`config.mk`:
```
export PLATFORM = sky130hd
export DESIGN_NAME = pc_seq_flat
export DESIGN_NICKNAME = d
export VERILOG_FILES = /design/src/rtl/pc_seq_if.sv /design/src/rtl/pc_seq.sv /design/src/flat_wrapper.sv
export SDC_FILE = /design/constraint.sdc
export NUM_CORES = 1
export LEC_CHECK = 0
export CAP_MARGIN = 0
export CORE_MARGIN = 2
export CORE_UTILIZATION = 39
export CTS_BUF_LIST = sky130_fd_sc_hd__clkbuf_4
export DETAILED_ROUTE_END_ITERATION = 16
export GPL_TIMING_DRIVEN = 0
export PLACE_DENSITY = 0.84
export REMOVE_ABC_BUFFERS = 1
export SLEW_MARGIN = 15
export SYNTH_ARGS = -nofsm -noshare
export SYNTH_HDL_FRONTEND = slang
export SYNTH_SLANG_ARGS = --single-unit
```
`constraint.sdc`:
```
create_clock -name i_clk -period 1.9 [get_ports i_clk]
set_input_delay 0.285 -clock i_clk [delete_from_list [all_inputs] [get_ports i_clk]]
set_output_delay 0.285 -clock i_clk [all_outputs]
set_load 0.02 [all_outputs]
```
`src/rtl/pc_seq_if.sv`:
```
// rtl/pc_seq_if.sv - request/status bundle between the sequencer and its decoder/LUT
// Requests flow master->slave; PC and status flow back.
interface pc_seq_if #(
  parameter int PC_W = 10
);
  logic            start;
  logic            stall;
  logic            halt;
  logic            branch_en;
  logic [7:0]      offset;
  logic            jump_en;
  logic [PC_W-1:0] target;
  logic            call_en;
  logic            ret_en;
  logic [PC_W-1:0] pc;
  logic            running;
  logic            done;
  logic [PC_W-1:0] link;

  modport master (
    output start, stall, halt, branch_en, offset, jump_en, target, call_en, ret_en,
    input  pc, running, done, link
  );

  modport slave (
    input  start, stall, halt, branch_en, offset, jump_en, target, call_en, ret_en,
    output pc, running, done, link
  );
endinterface

```
`src/rtl/pc_seq.sv`:
```
// rtl/pc_seq.sv - program-counter sequencer with IDLE/RUN/HALT control
// Optional single-entry call/return link register enabled by macro PC_LINK_EN.
module pc_seq #(
  parameter int          PC_W       = 10,
  parameter int unsigned START_ADDR = 0
) (
  input  logic    i_clk,
  input  logic    i_reset,
  pc_seq_if.slave bus
);
  localparam logic [1:0] S_IDLE = 2'd0;
  localparam logic [1:0] S_RUN  = 2'd1;
  localparam logic [1:0] S_HALT = 2'd2;
  localparam logic [PC_W-1:0] START_PC = PC_W'(START_ADDR);

  logic [1:0]      r_state;
  logic [PC_W-1:0] r_pc;
  logic            r_running;
  logic            r_done;
  logic [1:0]      w_state_next;
  logic [PC_W-1:0] w_pc_next;
  logic [PC_W-1:0] w_pc_rel;
  logic [PC_W-1:0] w_pc_inc;

  // Offset is sign-extended; the sum wraps naturally modulo 2**PC_W.
  assign w_pc_rel = r_pc + PC_W'(signed'(bus.offset));
  assign w_pc_inc = r_pc + PC_W'(1);

`ifdef PC_LINK_EN
  logic [PC_W-1:0] r_link;
  logic [PC_W-1:0] w_link_next;
`else
  logic w_unused_link_req;
  assign w_unused_link_req = bus.call_en ^ bus.ret_en;
`endif

  always_comb begin
    w_state_next = r_state;
    w_pc_next    = r_pc;
`ifdef PC_LINK_EN
    w_link_next  = r_link;
`endif
    case (r_state)
      S_IDLE, S_HALT: begin
        if (bus.start) begin
          w_state_next = S_RUN;
          w_pc_next    = START_PC;
        end
      end
      S_RUN: begin
        if (bus.halt) begin
          w_state_next = S_HALT;
        end else if (bus.stall) begin
          w_pc_next = r_pc;
`ifdef PC_LINK_EN
        end else if (bus.ret_en) begin
          w_pc_next = r_link;
`endif
        end else if (bus.jump_en) begin
          w_pc_next = bus.target;
`ifdef PC_LINK_EN
        end else if (bus.call_en) begin
          w_pc_next   = w_pc_rel;
          w_link_next = w_pc_inc;
`endif
        end else if (bus.branch_en) begin
          w_pc_next = w_pc_rel;
        end else begin
          w_pc_next = w_pc_inc;
        end
      end
      default: begin
        w_state_next = S_IDLE;
        w_pc_next    = START_PC;
      end
    endcase
  end

  always_ff @(posedge i_clk) begin
    if (i_reset) begin
      r_state   <= S_IDLE;
      r_pc      <= START_PC;
      r_running <= 1'b0;
      r_done    <= 1'b0;
    end else begin
      r_state   <= w_state_next;
      r_pc      <= w_pc_next;
      r_running <= (w_state_next == S_RUN);
      r_done    <= (w_state_next == S_HALT);
    end
  end

`ifdef PC_LINK_EN
  always_ff @(posedge i_clk) begin
    if (i_reset) begin
      r_link <= '0;
    end else begin
      r_link <= w_link_next;
    end
  end
  assign bus.link = r_link;
`else
  assign bus.link = '0;
`endif

  assign bus.pc      = r_pc;
  assign bus.running = r_running;
  assign bus.done    = r_done;
endmodule

```
`src/flat_wrapper.sv`:
```
// flat-port wrapper written by rule: the top's interface ports become plain ports
module pc_seq_flat 
#(
  parameter int          PC_W       = 10,
  parameter int unsigned START_ADDR = 0
)
  (i_clk, i_reset, bus_start, bus_stall, bus_halt, bus_branch_en, bus_offset, bus_jump_en, bus_target, bus_call_en, bus_ret_en, bus_pc, bus_running, bus_done, bus_link);
  pc_seq_if #(.PC_W(PC_W)) bus_i ();
  input  logic i_clk;
  input  logic i_reset;
  input wire logic [$bits(bus_i.start)-1:0] bus_start;
  input wire logic [$bits(bus_i.stall)-1:0] bus_stall;
  input wire logic [$bits(bus_i.halt)-1:0] bus_halt;
  input wire logic [$bits(bus_i.branch_en)-1:0] bus_branch_en;
  input wire logic [$bits(bus_i.offset)-1:0] bus_offset;
  input wire logic [$bits(bus_i.jump_en)-1:0] bus_jump_en;
  input wire logic [$bits(bus_i.target)-1:0] bus_target;
  input wire logic [$bits(bus_i.call_en)-1:0] bus_call_en;
  input wire logic [$bits(bus_i.ret_en)-1:0] bus_ret_en;
  output wire logic [$bits(bus_i.pc)-1:0] bus_pc;
  output wire logic [$bits(bus_i.running)-1:0] bus_running;
  output wire logic [$bits(bus_i.done)-1:0] bus_done;
  output wire logic [$bits(bus_i.link)-1:0] bus_link;
  assign bus_i.start = bus_start;
  assign bus_i.stall = bus_stall;
  assign bus_i.halt = bus_halt;
  assign bus_i.branch_en = bus_branch_en;
  assign bus_i.offset = bus_offset;
  assign bus_i.jump_en = bus_jump_en;
  assign bus_i.target = bus_target;
  assign bus_i.call_en = bus_call_en;
  assign bus_i.ret_en = bus_ret_en;
  assign bus_pc = bus_i.pc;
  assign bus_running = bus_i.running;
  assign bus_done = bus_i.done;
  assign bus_link = bus_i.link;
  pc_seq #(.PC_W(PC_W), .START_ADDR(START_ADDR)) u_core (.i_clk(i_clk), .i_reset(i_reset), .bus(bus_i));
endmodule
```
# After elaboration in Yosys (flattened, before gate mapping)
# Index checks and enable logic that the tools add are counted.
[op_classes] n_mux=9 n_eq_ne=7 reduce_logical=3 n_addsub=2
[ops] cell="two-way mux 10 bit" count=5
[ops] cell="one-hot mux 10 bit (2 select lines)" count=1
[ops] cell="adder 10 x 1 -> 10 bit, second input constant" count=1
[ops] cell="adder 10 bit" count=1
[ops] cell="inequality test 2 bit, second input constant" count=3
[ops] cell="equality test 2 x 1 -> 1 bit, second input constant" count=2
[ops] cell="equality test 2 bit, second input constant" count=2
[ops] cell="two-way mux 2 bit" count=2
[ops] cell="one-hot mux 2 bit (2 select lines)" count=1
[ops] cell="AND reduction 3 bit" count=1
[ops] cell="logical NOT 2 bit" count=1
[ops] cell="OR reduction 2 bit" count=1
[word_totals] output_inout_bits=22 inputBits=27 word_cells=25 regBits=14

# Logic depth before layout (Yosys ltp)
# Gate-level depths: netlist of the first run.
[depth] depth_word=6 ltp_mapped=8 mapped_depth_nobuf=8

# Worst setup path before layout of the first run
# Ideal clock, no wire load.
[synth_path] path_type="reg-to-reg" start="register u_core.r_pc[0], in the netlist u_core.bus.pc[0]" end="register u_core.r_pc[8], in the netlist u_core.bus.pc[8]" required_time_ns=1.805 path_buffers=0 path_stages_with_launch=8 arrival_ns=1.778 synth_period_minus_slack_ns=1.873 path_slack_ns=0.027 setup_time_ns=0.095 path_cell_list="dfxtp_1 > ha_1 > fa_1 > a21oi_1 > o21a_1 > o211ai_1 > xnor2_1 > a221oi_1"
[synth_via] elab_chain_len=6 word_cells_on_any_way=7 cone_classes="add/sub: 2; mux: 5"
[synth_rtl] item="from (decl)" line_no="pc_seq.sv:17" source="logic [PC_W-1:0] r_pc;"
[synth_rtl] item="from (signal assigned)" line_no="pc_seq.sv:87" source="r_pc <= w_pc_next;"
[synth_rtl] item="adder 10 x 1 -> 10 bit or adder 10 bit (tied branches)" line_no="pc_seq.sv:27, pc_seq.sv:26"
[synth_rtl] item="two-way mux 10 bit *" line_no="pc_seq.sv:66" source="end else if (bus.branch_en) begin"
[synth_rtl] item="two-way mux 10 bit *" line_no="pc_seq.sv:59" source="end else if (bus.jump_en) begin"
[synth_rtl] item="two-way mux 10 bit *" line_no="pc_seq.sv:53" source="end else if (bus.stall) begin"
[synth_rtl] item="two-way mux 10 bit *" line_no="pc_seq.sv:51" source="if (bus.halt) begin"
[synth_rtl] item="one-hot mux 10 bit (2 select lines) *" line_no="pc_seq.sv:43" source="case (r_state)"
# Mark *: on every way between the ends. The rest lies on a longest branch, timed or not. The select of a mux whose other input is x is not followed.
# A chain may end at the register's enable or synchronous reset.

# Worst setup path after layout of the first run
[layout_path] start="input bus_offset[2]" end="register u_core.r_pc[9], in the netlist u_core.bus.pc[9]"
[layout_via] elab_chain_len=6
[layout_rtl] item="from (decl)" line_no="flat_wrapper.sv:15" source="input wire logic [$bits(bus_i.offset)-1:0] bus_offset;"
[layout_rtl] item="adder 10 bit" line_no="pc_seq.sv:26" source="assign w_pc_rel = r_pc + PC_W'(signed'(bus.offset));"
[layout_rtl] item="two-way mux 10 bit" line_no="pc_seq.sv:66"
[layout_rtl] item="two-way mux 10 bit" line_no="pc_seq.sv:59"
[layout_rtl] item="two-way mux 10 bit" line_no="pc_seq.sv:53"
[layout_rtl] item="two-way mux 10 bit" line_no="pc_seq.sv:51"
[layout_rtl] item="one-hot mux 10 bit (2 select lines)" line_no="pc_seq.sv:43"
# Every way passes these cells. The select of a mux whose other input is x is not followed.

==> results.py, run 1 <==
metrics = {
    "synthesis": {
        "synth_area_leaders": "dfxtp_1 (25%), ha_1 (10%), buf_4 (8.1%)",
        "ys_async_sr_fraction": 0,
        "synth_flop_cell": "dfxtp_1",
        "synth_area_per_cell_sq_um": 8.21,
        "synth_common_cells": "a21oi_1 (17), dfxtp_1 (14), buf_4 (12)",
        "yosysTopAreaCellShare": 0.253,
        "seq_area_frac_synth": 0.253,
        "yosysUniqueCellTypes": 40,
        "synth_area_sq_um": 1110,
        "synth_top_area_cell": "dfxtp_1",
        "synth_most_common_cell": "a21oi_1",
        "synth_edf_count": 0,
        "yosysWarnings": 0,
        "ys_ff_latch": 14,
        "synth_cells": 135,
    },
    "die": {
        "initial_core_util": 0.405,
        "coreArea_sq_um": 2730,
        "fp.dieH_um": 57.3,
        "die_width_um": 57.3,
        "pin_count": 49,
        "fp-row-count": 19,
        "die_area_sq_um": 3290,
    },
    "layout": {
        "final_area_sq_um": 1610,
        "drive_above_1_share": 0.198,
        "area_growth_pct": 45.3,
        "multiInputGateArea_sq_um": 871,
        "layoutNonFillerInstCount": 203,
        "seq_area_sq_um": 283,
        "n_fill_cell": 233,
        "nets": 211,
        "n_antenna_cell": 0,
    },
    "sta": {
        "worst_pin_slew_ps": 643,
        "relSlewSlack": 0.572,
        "finalSetupViolCount": 0,
        "hold_viol": 0,
        "fin_crit_sh": 0.989,
        "skew_ps": 4.73,
        "fin_setup_tns_ps": 0,
        "drv_slew": 0,
        "finalCriticalPeriod_ps": 1880,
        "max_freq_mhz": 532,
        "grt_setup_unrepaired": "yes",
    },
    "route": {
        "wl_met3_um": 156,
        "drtIter0Drc": 28,
        "vias": 1126,
        "viasPerCell": 5.55,
        "drtPass1Iterations": 5,
        "drc_errors": 0,
        "wl_met1_um": 1170,
        "met2_length_um": 1520,
        "top_layer": "met4",
        "wl_um": 2970,
        "antenna_left": 0,
        "wire_per_inst_um": 14.6,
    },
    "worst_setup_path": {
        "r2r-start": "u_core.bus.pc[0]",
        "crit_required_ps": 2110,
        "path_max_fanout": 4,
        "cp_data_arrival_time_ps": 2090,
        "startpoint": "bus_offset[2]",
        "start_kind": "input pin",
        "critPathKind": "input pin to flip-flop",
        "end_kind": "flip-flop",
    },
    "power": {
        "peakVddDrop_mv": 0.362,
        "power_frac_comb": 0.311,
        "clockPowerShare": 0.249,
        "switchingPower_mw": 0.224,
        "p_seq_frac": 0.440,
        "p_total_mw": 0.706,
        "p_int_mw": 0.483,
        "power_density_nw_per_um2": 439,
        "swShare": 0.317,
        "p_leak_nw": 0.610,
    },
    "grt": {
        "grt_usage": 0.184,
        "grt_pass1_wl_um": 4570,
        "antenna_found_initial": 0,
        "grt_pass1_vias": 1052,
        "grt-ovfl-total": 0,
        "grt_max_degree": 16,
    },
    "clock_network": {
        "cts-root-buf": "clkbuf_4",
        "htreeDepth": 1,
        "ctsLongestPathBuffers": 2,
        "cts_tree": "yes",
        "clock_latency_ps": 290,
        "cts.sinks": 14,
        "cts_buffers": 3,
        "cts_hold_buf": 0,
        "path_clk_slew_ps": 90,
    },
    "placed_design": {
        "place.gp.congestion": 0.906,
        "place_hpwl_um": 2070,
        "dp.cells": 197,
        "placed_area_sq_um": 1440,
        "port_buffers": 36,
    },
    "worst_hold_path": {
        "min-delay-start": "u_core.r_state[1]",
        "hp-class": "flip-flop to flip-flop",
    },
    "run_status": {
        "status": "finished clean",
    },
    "run": {
        "cap_violations": 0,
    },
}
==> logic make-up (layout without fill, tap and decap cells) <==
kind of cell | after synthesis | count (layout) | synth area share
AO/OA/AOI/OAI | 41 | 41 | 0.248
XOR/XNOR | 6 | 6 | 0.0474
AND/OR/NAND/NOR | 41 | 41 | 0.195
adder cells (fa/ha/maj) | 10 | 10 | 0.120
buffers and inverters | 19 | 47 | 0.105
other | 1 | 10 | 0.00338
multiplexers | 3 | 3 | 0.0282
flip-flops | 14 | 14 | 0.253
==> state kept, by name, summed over array words and instances (netlist names) <==
signal / count
u_core.bus.done: 1
u_core.bus.pc: 10
u_core.bus.running: 1
u_core.r_state: 2
==> metal layers <==
metal	global-route usage	up-vias
met2	0.322	44
met5	0	-
met1	0.202	528
met3	0.0454	11
met4	0.106	0
li1	-	543
==> final timing paths <==
kind / to / slack, ps / cells after the start
worst max-delay path: u_core.bus.pc[9] / 20 / 7
worst min-delay path: u_core.r_state[1] / 500 / 2
worst max register to register: u_core.bus.pc[8] / 50 / 7
worst min register to register: u_core.r_state[1] / 500 / 2
==> layout by cell type, fill, tap and decap left out, drive strengths merged, types with 3 or more instances in the layout <==
master / netlist / layout
nor2: 10 / 10
xnor2: 4 / 4
dfxtp: 14 / 14
buf: 12 / 4
ha: 9 / 9
nor3: 3 / 3
nand2: 7 / 7
a22oi: 5 / 5
nand2b: 3 / 3
conb: 1 / 10
nand3: 5 / 5
clkbuf: 2 / 3
o21ai: 3 / 3
a21o: 3 / 3
clkdlybuf4s50: 0 / 33
and2: 7 / 7
a21oi: 17 / 17
inv: 5 / 5
==> layout make-up <==
cell class,count,area share
Tap cell,31,0.0241
Timing Repair Buffer,39,0.234
Clock buffer,3,0.0140
Inverter,5,0.0117
Sequential cell,14,0.176
Multi-Input combinational cell,111,0.541
==> critical path: stages <==
cell and delay (ps):
clkdlybuf4s50_1 390, and2_1 180, ha_4 300, nand4_1 170, a211o_1 380, and4_4 160, o32ai_2 220
==> repair_timing <==
item,CTS,global route
endpoints found under the setup margin,9,7
gates resized for setup,20,10
setup buffers,2,1
pin swaps,13,10
==> power groups by stage <==
stage          combinational (mW)  clock (mW)  sequential, mW
2_1_floorplan              0.0966           0           0.323
3_3_place_gp                0.188           0           0.315
3_5_place_dp                0.194           0           0.316
4_1_cts                     0.210       0.168           0.310
5_1_grt                     0.236       0.191           0.312
6_report                    0.220       0.176           0.311
==> metrics by stage <==
stage | worst slack, ps | util | hold slack, ps
finish | 21.7 | 0.589 | 503
floorplan | 26.6 | - | 354
global route | -32.6 | 0.589 | 540
global placement | -735 | 0.528 | 467
CTS | 6.66 | 0.578 | 499
detailed placement | -848 | 0.528 | 487
Power figures use the tool's default switching activity.
==> run 2: changes to the inputs <==
--- a/config.mk
+++ b/config.mk
@@ -5,14 +5,14 @@
 export SDC_FILE = /design/constraint.sdc
 export NUM_CORES = 1
 export LEC_CHECK = 0
-export CAP_MARGIN = 0
 export CORE_MARGIN = 2
-export CORE_UTILIZATION = 39
+export CORE_UTILIZATION = 43
 export CTS_BUF_LIST = sky130_fd_sc_hd__clkbuf_4
 export DETAILED_ROUTE_END_ITERATION = 16
 export GPL_TIMING_DRIVEN = 0
-export PLACE_DENSITY = 0.84
+export PLACE_DENSITY = 0.88
 export REMOVE_ABC_BUFFERS = 1
+export SKIP_CTS_REPAIR_TIMING = 1
 export SLEW_MARGIN = 15
 export SYNTH_ARGS = -nofsm -noshare
 export SYNTH_HDL_FRONTEND = slang
==> constraint.sdc (replaced) <==
create_clock -name i_clk -period 1.8 [get_ports i_clk]
set_input_delay 0.27 -clock i_clk [delete_from_list [all_inputs] [get_ports i_clk]]
set_output_delay 0.27 -clock i_clk [all_outputs]
set_load 0.02 [all_outputs]
==> results.py, run 2 (same netlist as run 1, synthesis figures left out) <==
metrics = {
    "route": {
        "vias": 1166,
        "drtPass1Iterations": 4,
        "drtIter0Drc": 50,
        "viasPerCell": 5.77,
        "wl_um": 3460,
        "wire_per_inst_um": 17.1,
        "antenna_left": 0,
        "drc_errors": 0,
    },
    "worst_setup_path": {
        "r2r_slack_ps": -140,
        "end_kind": "flip-flop",
        "crit_required_ps": 1960,
        "start_kind": "flip-flop",
        "path_max_fanout": 3,
        "critPathKind": "flip-flop to flip-flop",
        "cp_data_arrival_time_ps": 2100,
    },
    "grt": {
        "grt_usage": 0.211,
        "grt_pass1_vias": 1061,
        "grt_pass1_wl_um": 4470,
        "use_met1": 0.248,
        "antenna_found_initial": 0,
        "grt_max_degree": 16,
        "met2_usage": 0.365,
        "top_usage_layer": "met2",
        "grt-ovfl-total": 0,
        "grtUsageMet3": 0.0355,
    },
    "clock_network": {
        "cts_tree": "yes",
        "path_clk_slew_ps": 90,
        "clock_latency_ps": 290,
        "htreeDepth": 1,
        "cts-root-buf": "clkbuf_4",
        "cts.sinks": 14,
        "cts_buffers": 3,
        "ctsLongestPathBuffers": 2,
    },
    "layout": {
        "final_cell_mix": "clkdlybuf4s50_1 (30), a21oi_1 (14), dfxtp_1 (12), nor2_1 (10), conb_1 (10)",
        "n_antenna_cell": 0,
        "largest_reg_flops": 10,
        "drive_above_1_share": 0.209,
        "layout_commonest_cell": "clkdlybuf4s50_1",
        "nets": 210,
        "layoutNonFillerInstCount": 202,
        "fin_util": 0.675,
        "area_growth_pct": 49.5,
    },
    "die": {
        "die_area_sq_um": 3000,
        "fp.dieH_um": 54.8,
        "pin_count": 49,
        "initial_core_util": 0.452,
        "coreArea_sq_um": 2450,
        "fp-row-count": 18,
        "die_width_um": 54.8,
    },
    "sta": {
        "finalCriticalPeriod_ps": 1940,
        "grt_setup_unrepaired": "yes",
        "setup_ws_ps": -142,
        "max_freq_mhz": 515,
        "fin_setup_tns_ps": -220,
        "fin_crit_sh": 1.08,
        "skew_ps": 1.58,
        "hold_viol": 0,
        "worst_pin_slew_ps": 657,
        "relSlewSlack": 0.562,
        "drv_slew": 0,
        "finalSetupViolCount": 3,
    },
    "placed_design": {
        "port_buffers": 36,
        "post-place-ws_ps": -853,
        "place.gp.congestion": 0.859,
        "place_hpwl_um": 2220,
        "dp.cells": 196,
    },
    "run": {
        "cap_violations": 0,
    },
    "power": {
        "peakVddDrop_mv": 0.412,
        "power_density_nw_per_um2": 465,
        "p_leak_nw": 0.647,
    },
    "worst_hold_path": {
        "hp-class": "flip-flop to flip-flop",
    },
    "run_status": {
        "status": "finished, violations left",
        "violations": "setup timing",
    },
}
[run 2: cell count changes in the layout (fill, tap and decap cells not counted), sizes merged]
cell | before | now
clkdlybuf4s50 | 33 | 30
dlygate4sd2 | 1 | 0
clkbuf | 3 | 4
clkdlybuf4s15 | 1 | 0
clkinv | 0 | 1
dlymetal6s2s | 0 | 5
buf | 4 | 2
[run 2: where the power goes]
group	internal [mW]	switching, mW
logic	0.116	0.127
registers	0.319	0.00942
clock network	0.0808	0.118
[run 2: per-layer routing]
| layer | wire length, um | up-vias |
|---|---|---|
| li1 | - | 546 |
| met1 | 1280 | 541 |
| met2 | 1770 | 64 |
| met3 | 243 | 15 |
| met4 | 166 | 0 |
| met5 | 0 | - |
[run 2: critical path: stages, from the launching register on]
cell	delay, ps
dfxtp_2	350
ha_4	170
fa_2	370
a21oi_2	180
o21a_1	170
o21bai_1	120
xnor2_1	310
o22ai_1	130
[run 2: worst paths after layout]
kind,to,depth (start not counted),from
min reg2reg,u_core.r_state[1],2,u_core.r_state[1]
min,u_core.r_state[1],2,u_core.r_state[1]
max,u_core.bus.pc[6],7,u_core.bus.pc[0]
max reg2reg,u_core.bus.pc[6],7,u_core.bus.pc[0]
[run 2: area by class of cell]
class | count | area [sq um]
fillers | 190 | 797
clock buffers | 3 | 22.5
repair buffers | 38 | 383
multi-input cells | 111 | 910
clock inverters | 1 | 3.75
flip-flops and latches | 14 | 283
inverters | 5 | 18.8
well taps | 30 | 37.5
[run 2: metrics by stage]
step                      cell area [sq um]  hold slack, ps  power (mW)
after floorplan                        1040             339       0.443
final                                  1660             500       0.770
after detailed placement               1440             492       0.540
after CTS                              1470             505       0.736
after global placement                 1440             466       0.531
after global routing                   1660             539       0.804
